===== src/rtl/cl_ocl_axil_mst_pkg.sv =====
// Shared types and constants for the OCL-style AXI4-Lite initiator.
// Used by cl_ocl_axil_master and its watchdog (CL_OCL_AXIL_MST_TIMEOUT_EN).
package cl_ocl_axil_mst_pkg;

    typedef enum logic [2:0] {
        IDLE,
        WR_ADDR_DATA,
        WR_RESP,
        RD_ADDR,
        RD_DATA,
        RSP,
        DRAIN
    } state_e;

    localparam logic [1:0]  AXI_RESP_OKAY   = 2'b00;
    localparam logic [1:0]  AXI_RESP_SLVERR = 2'b10;
    localparam logic [31:0] TIMEOUT_RDATA   = 32'hDEAD_BEEF;

    function automatic logic is_wait(input state_e s);
        return (s == WR_ADDR_DATA) || (s == WR_RESP) ||
               (s == RD_ADDR) || (s == RD_DATA);
    endfunction

endpackage


===== src/rtl/cl_ocl_axil_mst_wdog.sv =====
// Handshake watchdog: cleared by load, counts while enabled,
// flags expiry on its last count (used with CL_OCL_AXIL_MST_TIMEOUT_EN).
module cl_ocl_axil_mst_wdog #(
    parameter int CYCLES = 1024
) (
    input  logic i_clk,
    input  logic i_rst,
    input  logic i_load,
    input  logic i_en,
    output logic o_expire
);

    localparam int            CW    = $clog2(CYCLES);
    localparam logic [CW-1:0] LIMIT = CW'(CYCLES - 1);

    logic [CW-1:0] r_cnt;

    always_ff @(posedge i_clk) begin
        if (i_rst) begin
            r_cnt <= '0;
        end else if (i_load) begin
            r_cnt <= '0;
        end else if (i_en && (r_cnt != LIMIT)) begin
            r_cnt <= r_cnt + 1'b1;
        end
    end

    assign o_expire = i_en && (r_cnt == LIMIT);

endmodule


===== src/rtl/cl_ocl_axil_master.sv =====
// Single-outstanding AXI4-Lite initiator driven by a valid/ready command port.
// Optional handshake timeout and drain: `define CL_OCL_AXIL_MST_TIMEOUT_EN.
module cl_ocl_axil_master
    import cl_ocl_axil_mst_pkg::*;
#(
    parameter int ADDR_W         = 32,
    parameter int TIMEOUT_CYCLES = 1024
) (
    input  logic              clk_main_a0,
    input  logic              rst_main,
    input  logic              cmd_valid,
    output logic              cmd_ready,
    input  logic              cmd_wr,
    input  logic [ADDR_W-1:0] cmd_addr,
    input  logic [31:0]       cmd_wdata,
    input  logic [3:0]        cmd_wstrb,
    output logic              rsp_valid,
    input  logic              rsp_ready,
    output logic              rsp_wr,
    output logic [31:0]       rsp_rdata,
    output logic [1:0]        rsp_resp,
    output logic              m_awvalid,
    output logic [ADDR_W-1:0] m_awaddr,
    input  logic              m_awready,
    output logic              m_wvalid,
    output logic [31:0]       m_wdata,
    output logic [3:0]        m_wstrb,
    input  logic              m_wready,
    input  logic              m_bvalid,
    input  logic [1:0]        m_bresp,
    output logic              m_bready,
    output logic              m_arvalid,
    output logic [ADDR_W-1:0] m_araddr,
    input  logic              m_arready,
    input  logic              m_rvalid,
    input  logic [31:0]       m_rdata,
    input  logic [1:0]        m_rresp,
    output logic              m_rready
`ifdef CL_OCL_AXIL_MST_TIMEOUT_EN
    ,
    output logic              timeout_seen
`endif
);

    state_e            r_state,     w_state;
    logic              r_wr,        w_wr;
    logic [ADDR_W-1:0] r_addr,      w_addr;
    logic [31:0]       r_wdata,     w_wdata;
    logic [3:0]        r_wstrb,     w_wstrb;
    logic              r_awvalid,   w_awvalid;
    logic              r_wvalid,    w_wvalid;
    logic              r_arvalid,   w_arvalid;
    logic              r_bready,    w_bready;
    logic              r_rready,    w_rready;
    logic              r_rsp_valid, w_rsp_valid;
    logic [31:0]       r_rsp_rdata, w_rsp_rdata;
    logic [1:0]        r_rsp_resp,  w_rsp_resp;

`ifdef CL_OCL_AXIL_MST_TIMEOUT_EN
    logic r_to, w_to;
    logic r_timeout_seen;
    logic w_to_hit;
    logic w_load;
    logic w_expire;

    cl_ocl_axil_mst_wdog #(
        .CYCLES   (TIMEOUT_CYCLES)
    ) u_wdog (
        .i_clk    (clk_main_a0),
        .i_rst    (rst_main),
        .i_load   (w_load),
        .i_en     (is_wait(r_state)),
        .o_expire (w_expire)
    );
`else
    logic w_unused_cfg;
    assign w_unused_cfg = (TIMEOUT_CYCLES >= 2) ^ (^TIMEOUT_RDATA) ^
                          (^AXI_RESP_SLVERR);
`endif

    always_comb begin
        w_state     = r_state;
        w_wr        = r_wr;
        w_addr      = r_addr;
        w_wdata     = r_wdata;
        w_wstrb     = r_wstrb;
        // a pending valid falls only once its own handshake has happened
        w_awvalid   = r_awvalid & ~m_awready;
        w_wvalid    = r_wvalid & ~m_wready;
        w_arvalid   = r_arvalid & ~m_arready;
        w_bready    = r_bready;
        w_rready    = r_rready;
        w_rsp_valid = r_rsp_valid;
        w_rsp_rdata = r_rsp_rdata;
        w_rsp_resp  = r_rsp_resp;
`ifdef CL_OCL_AXIL_MST_TIMEOUT_EN
        w_to        = r_to;
        w_to_hit    = 1'b0;
`endif
        unique case (r_state)
            IDLE: begin
                if (cmd_valid) begin
                    w_wr    = cmd_wr;
                    w_addr  = cmd_addr;
                    w_wdata = cmd_wdata;
                    w_wstrb = cmd_wstrb;
                    if (cmd_wr) begin
                        w_awvalid = 1'b1;
                        w_wvalid  = 1'b1;
                        w_state   = WR_ADDR_DATA;
                    end else begin
                        w_arvalid = 1'b1;
                        w_state   = RD_ADDR;
                    end
                end
            end
            WR_ADDR_DATA: begin
                if (!w_awvalid && !w_wvalid) begin
                    w_bready = 1'b1;
                    w_state  = WR_RESP;
                end
            end
            WR_RESP: begin
                if (m_bvalid && r_bready) begin
                    w_bready    = 1'b0;
                    w_rsp_valid = 1'b1;
                    w_rsp_resp  = m_bresp;
                    w_rsp_rdata = '0;
                    w_state     = RSP;
                end
            end
            RD_ADDR: begin
                if (!w_arvalid) begin
                    w_rready = 1'b1;
                    w_state  = RD_DATA;
                end
            end
            RD_DATA: begin
                if (m_rvalid && r_rready) begin
                    w_rready    = 1'b0;
                    w_rsp_valid = 1'b1;
                    w_rsp_resp  = m_rresp;
                    w_rsp_rdata = m_rdata;
                    w_state     = RSP;
                end
            end
            RSP: begin
                if (rsp_ready) begin
                    w_rsp_valid = 1'b0;
                    w_state     = IDLE;
`ifdef CL_OCL_AXIL_MST_TIMEOUT_EN
                    if (r_to) begin
                        w_to     = 1'b0;
                        w_bready = r_wr;
                        w_rready = ~r_wr;
                        w_state  = DRAIN;
                    end
`endif
                end
            end
`ifdef CL_OCL_AXIL_MST_TIMEOUT_EN
            DRAIN: begin
                if (r_wr ? (m_bvalid && r_bready) : (m_rvalid && r_rready)) begin
                    w_bready = 1'b0;
                    w_rready = 1'b0;
                    w_state  = IDLE;
                end
            end
`endif
            default: begin
                w_state = IDLE;
            end
        endcase
`ifdef CL_OCL_AXIL_MST_TIMEOUT_EN
        // a handshake landing on the expiry cycle still wins
        if (w_expire && (w_state == r_state)) begin
            w_to_hit    = 1'b1;
            w_to        = 1'b1;
            w_bready    = 1'b0;
            w_rready    = 1'b0;
            w_rsp_valid = 1'b1;
            w_rsp_resp  = AXI_RESP_SLVERR;
            w_rsp_rdata = TIMEOUT_RDATA;
            w_state     = RSP;
        end
        w_load = (w_state != r_state) && is_wait(w_state);
`endif
    end

    always_ff @(posedge clk_main_a0) begin
        if (rst_main) begin
            r_state     <= IDLE;
            r_wr        <= 1'b0;
            r_addr      <= '0;
            r_wdata     <= '0;
            r_wstrb     <= '0;
            r_awvalid   <= 1'b0;
            r_wvalid    <= 1'b0;
            r_arvalid   <= 1'b0;
            r_bready    <= 1'b0;
            r_rready    <= 1'b0;
            r_rsp_valid <= 1'b0;
            r_rsp_rdata <= '0;
            r_rsp_resp  <= AXI_RESP_OKAY;
        end else begin
            r_state     <= w_state;
            r_wr        <= w_wr;
            r_addr      <= w_addr;
            r_wdata     <= w_wdata;
            r_wstrb     <= w_wstrb;
            r_awvalid   <= w_awvalid;
            r_wvalid    <= w_wvalid;
            r_arvalid   <= w_arvalid;
            r_bready    <= w_bready;
            r_rready    <= w_rready;
            r_rsp_valid <= w_rsp_valid;
            r_rsp_rdata <= w_rsp_rdata;
            r_rsp_resp  <= w_rsp_resp;
        end
    end

`ifdef CL_OCL_AXIL_MST_TIMEOUT_EN
    always_ff @(posedge clk_main_a0) begin
        if (rst_main) begin
            r_to           <= 1'b0;
            r_timeout_seen <= 1'b0;
        end else begin
            r_to           <= w_to;
            r_timeout_seen <= r_timeout_seen | w_to_hit;
        end
    end

    assign timeout_seen = r_timeout_seen;
`endif

    assign cmd_ready = (r_state == IDLE);
    assign rsp_valid = r_rsp_valid;
    assign rsp_wr    = r_wr;
    assign rsp_rdata = r_rsp_rdata;
    assign rsp_resp  = r_rsp_resp;
    assign m_awvalid = r_awvalid;
    assign m_awaddr  = r_addr;
    assign m_wvalid  = r_wvalid;
    assign m_wdata   = r_wdata;
    assign m_wstrb   = r_wstrb;
    assign m_bready  = r_bready;
    assign m_arvalid = r_arvalid;
    assign m_araddr  = r_addr;
    assign m_rready  = r_rready;

endmodule


===== config.mk =====
export PLATFORM = sky130hd
export DESIGN_NAME = cl_ocl_axil_master
export DESIGN_NICKNAME = d
export VERILOG_FILES = /design/src/rtl/cl_ocl_axil_mst_pkg.sv /design/src/rtl/cl_ocl_axil_mst_wdog.sv /design/src/rtl/cl_ocl_axil_master.sv
export SDC_FILE = /design/constraint.sdc
export NUM_CORES = 1
export LEC_CHECK = 0
export CORE_MARGIN = 2
export CORE_UTILIZATION = 40
export CTS_CLUSTER_SIZE = 24
export DETAILED_ROUTE_END_ITERATION = 8
export PLACE_DENSITY = 0.95
export REMOVE_ABC_BUFFERS = 1
export SETUP_SLACK_MARGIN = 0.1
export SYNTH_ARGS = -nofsm -noshare
export SYNTH_HDL_FRONTEND = slang
export SYNTH_HIERARCHICAL = 1
export SYNTH_SLANG_ARGS = --single-unit

===== constraint.sdc =====
create_clock -name clk_main_a0 -period 3.7 [get_ports clk_main_a0]
set_input_delay 0.555 -clock clk_main_a0 [delete_from_list [all_inputs] [get_ports clk_main_a0]]
set_output_delay 0.555 -clock clk_main_a0 [all_outputs]
set_load 0.01 [all_outputs]

==> metrics <==
critical path peak fanout 14; first-pass GRT wire length 19600 um; instance count on the critical path 2; pwr/cell area ~530 mW/mm2; met2 Use GR 0.401; total track usage 0.218; Final Net Count approximately 820; syn_area_per_cell 8.38 um2; DP Area 0.00658 mm2; Routed Antenna Nets 0; Clock transition at path regs 0.10 ns; WP data required around 3.1 ns; DP HPWL 9610 um; most crowded layer after global routing met2; Cells after Synth 507; commonest non-fill, non-tap cell in the layout clkdlybuf4s50_1; achievable frequency 0.447 GHz; share of layout cells above drive strength 1 0.0393; synth unique cells 28; Cell Rows 37; final worst slack 1.46 ns; grt total ovfl 0; simple-gate share of the synthesized area 0.194; Setup Skew 0.0150 ns; worst slew pin tran 1.14 ns; Pleak between 2 and 2.5 nW; drc violations 0; Yosys warning count 6; Area Overhead vs Synth 59.3%; RSZ-0062 raised after global routing false; Post-Route WL 13000 um; Clk network pwr share 0.194; Max Cap Viol 0; post-route setup TNS 0 ns; main combinational cell family by area after synthesis simple AND/OR/NAND/NOR gates; PnR Total Power between 3 and 4 mW; Worst Path Buf+Inv 1; CTS Hold Bufs 0; CP cell instances nor3_4 -> clkdlybuf4s50_1; Final Hold Viols 0; fin crit period 2.24 ns; Synth Area in XOR/XNOR 0; die height 107 um; crit path DAT 1.68 ns; die area ~0.011 mm2; clk_lat worst skew 0.36 ns; P_sw around 1.2 mW; Die Span X 107 um; CTS tree yes; worst rel slew slack 0.239; Core Region 0.0103 mm2; GP Congestion 0.844; CTS Sinks about 110; Logic pwr share 0.376; Root Buffer clkbuf_8; antenna cells 0; Final Cell Area 0.00677 mm2; antenna violations before repair 0; GR Util met1 0.237; status completed; sequential fraction of design power 0.430; Max IR drop VDD 0.273 mV; most frequent cells in the layout clkdlybuf4s50_1 (254), nand2_1 (144), dfxtp_1 (112), a21oi_1 (77), nor2_1 (39); TritonRoute pass-1 iters 5; total CTS buffers 9; mapped cell area 0.00425 mm2; met3 Use GR 0.0578; Worst Hold Margin 0.460 ns; io pins 256; H-tree Lvls 3; crit-path leading delay family buffers and inverters; CP Capture Type output pin; post-synthesis sequential area ratio 0.528; Sw Share 0.338; drt wl/cell 15.4 um; post-synthesis compound-gate area fraction 0.164; DR vias between 4k and 5k; hold crit path type register to register; Clock Path Buffers 2; Hold Crit Depth 2; placed insts 833; non-filler cells, final 849; post-CTS sizing 0; slowest cell delay on critical path 0.57 ns; post-place setup slack between 1 and 1.5 ns; R2R cell count 5; Crit Path Class register to output pin; vias per cell 4.96; period utilisation layout 0.604; # port buffers 255; initial core utilization 0.412; area share of fa/ha/maj cells after synthesis 0; internal power consumption 2.36 mW; starting DRC count in detailed routing approximately 280; Slew Viols, Final 0; multiplexer area fraction after synthesis 0.0124; largest net degree at the start of global routing 114; final setup fails 0; crit start category register; Util after Layout 0.656; crit path max-delay cell type clkdlybuf4s50_1; vias in the first global route 3992; Post-CTS Setup Bufs 0; flops & latches, synth 112
[Yosys cell counts (all sizes together)]
library cell / number / share of area
a22oi: 32 / 0.057
nand2b: 5 / 0.0074
o21ai: 3 / 0.0062
nor2b: 2 / 0.0029
inv: 1 / 0.00088
and4b: 2 / 0.0047
mux2i: 3 / 0.0071
o211ai: 2 / 0.0035
nand3b: 1 / 0.0018
nor3b: 1 / 0.0018
nor3: 4 / 0.0085
buf: 49 / 0.084
nand2: 145 / 0.13
clkbuf: 20 / 0.018
and2: 2 / 0.0029
nor2: 39 / 0.034
o2111ai: 1 / 0.0021
dfxtp: 112 / 0.53
nor4: 1 / 0.0015
mux2: 2 / 0.0053
o21a: 1 / 0.0018
a31oi: 2 / 0.0029
a21oi: 77 / 0.091
[final timing paths]
| path | from | to | slack, ns |
|---|---|---|---|
| setup / recovery | r_state[0] | cmd_ready | 1.46 |
| hold / removal | m_wdata[7] | m_wdata[7] | 0.46 |
| setup reg to reg | r_state[0] | m_wdata[8] | 1.59 |
| hold reg to reg | m_wdata[7] | m_wdata[7] | 0.46 |
[routing by layer]
| metal | up-vias | part of all wire |
|---|---|---|
| li1 | 2046 | - |
| met5 | - | 0 |
| met2 | 201 | 0.52 |
| met4 | 0 | 0.020 |
| met1 | 1943 | 0.38 |
| met3 | 21 | 0.085 |
[cell families (layout without fill, tap and decap cells)]
logic type             count (synthesis)  after routing
buffers and inverters                 70            276
DFF                                  112            112
and+or+nand+nor                      202            202
AOI/OAI and AO/OA                    118            118
muxes                                  5              5
[sequential cells by signal (all words and copies together), names as in the netlist]
signal,count
m_bready,1
rsp_valid,1
m_wstrb,4
m_awvalid,1
m_arvalid,1
m_wvalid,1
rsp_rdata,32
r_state,3
rsp_wr,1
m_wdata,32
rsp_resp,2
m_araddr,32
m_rready,1
[power groups by stage]
stage	Combinational, mW	Clock, mW	Sequential, mW
floorplan	0.451	0	1.66
global placement	1.31	0	1.55
detailed placement	1.35	0	1.56
CTS	1.35	0.715	1.54
global route	1.46	0.762	1.56
finish	1.34	0.694	1.54
[tightest hold or removal path, cell delays in order (launching register included)]
cell and delay, ns:
dfxtp_1 0.32, nand2_1 0.05, a21oi_1 0.05
[cell type report]
cell class / instances / area, um2
Tap cell: 136 / 170
Clock buffer: 11 / 151
Multi-Input combinational cell: 325 / 1580
Inverter: 1 / 3.75
Sequential cell: 112 / 2240
Fill cell: 819 / 3550
Clock inverter: 5 / 38.8
Timing Repair Buffer: 259 / 2580
No activity file was read; power rests on OpenSTA's default activity.
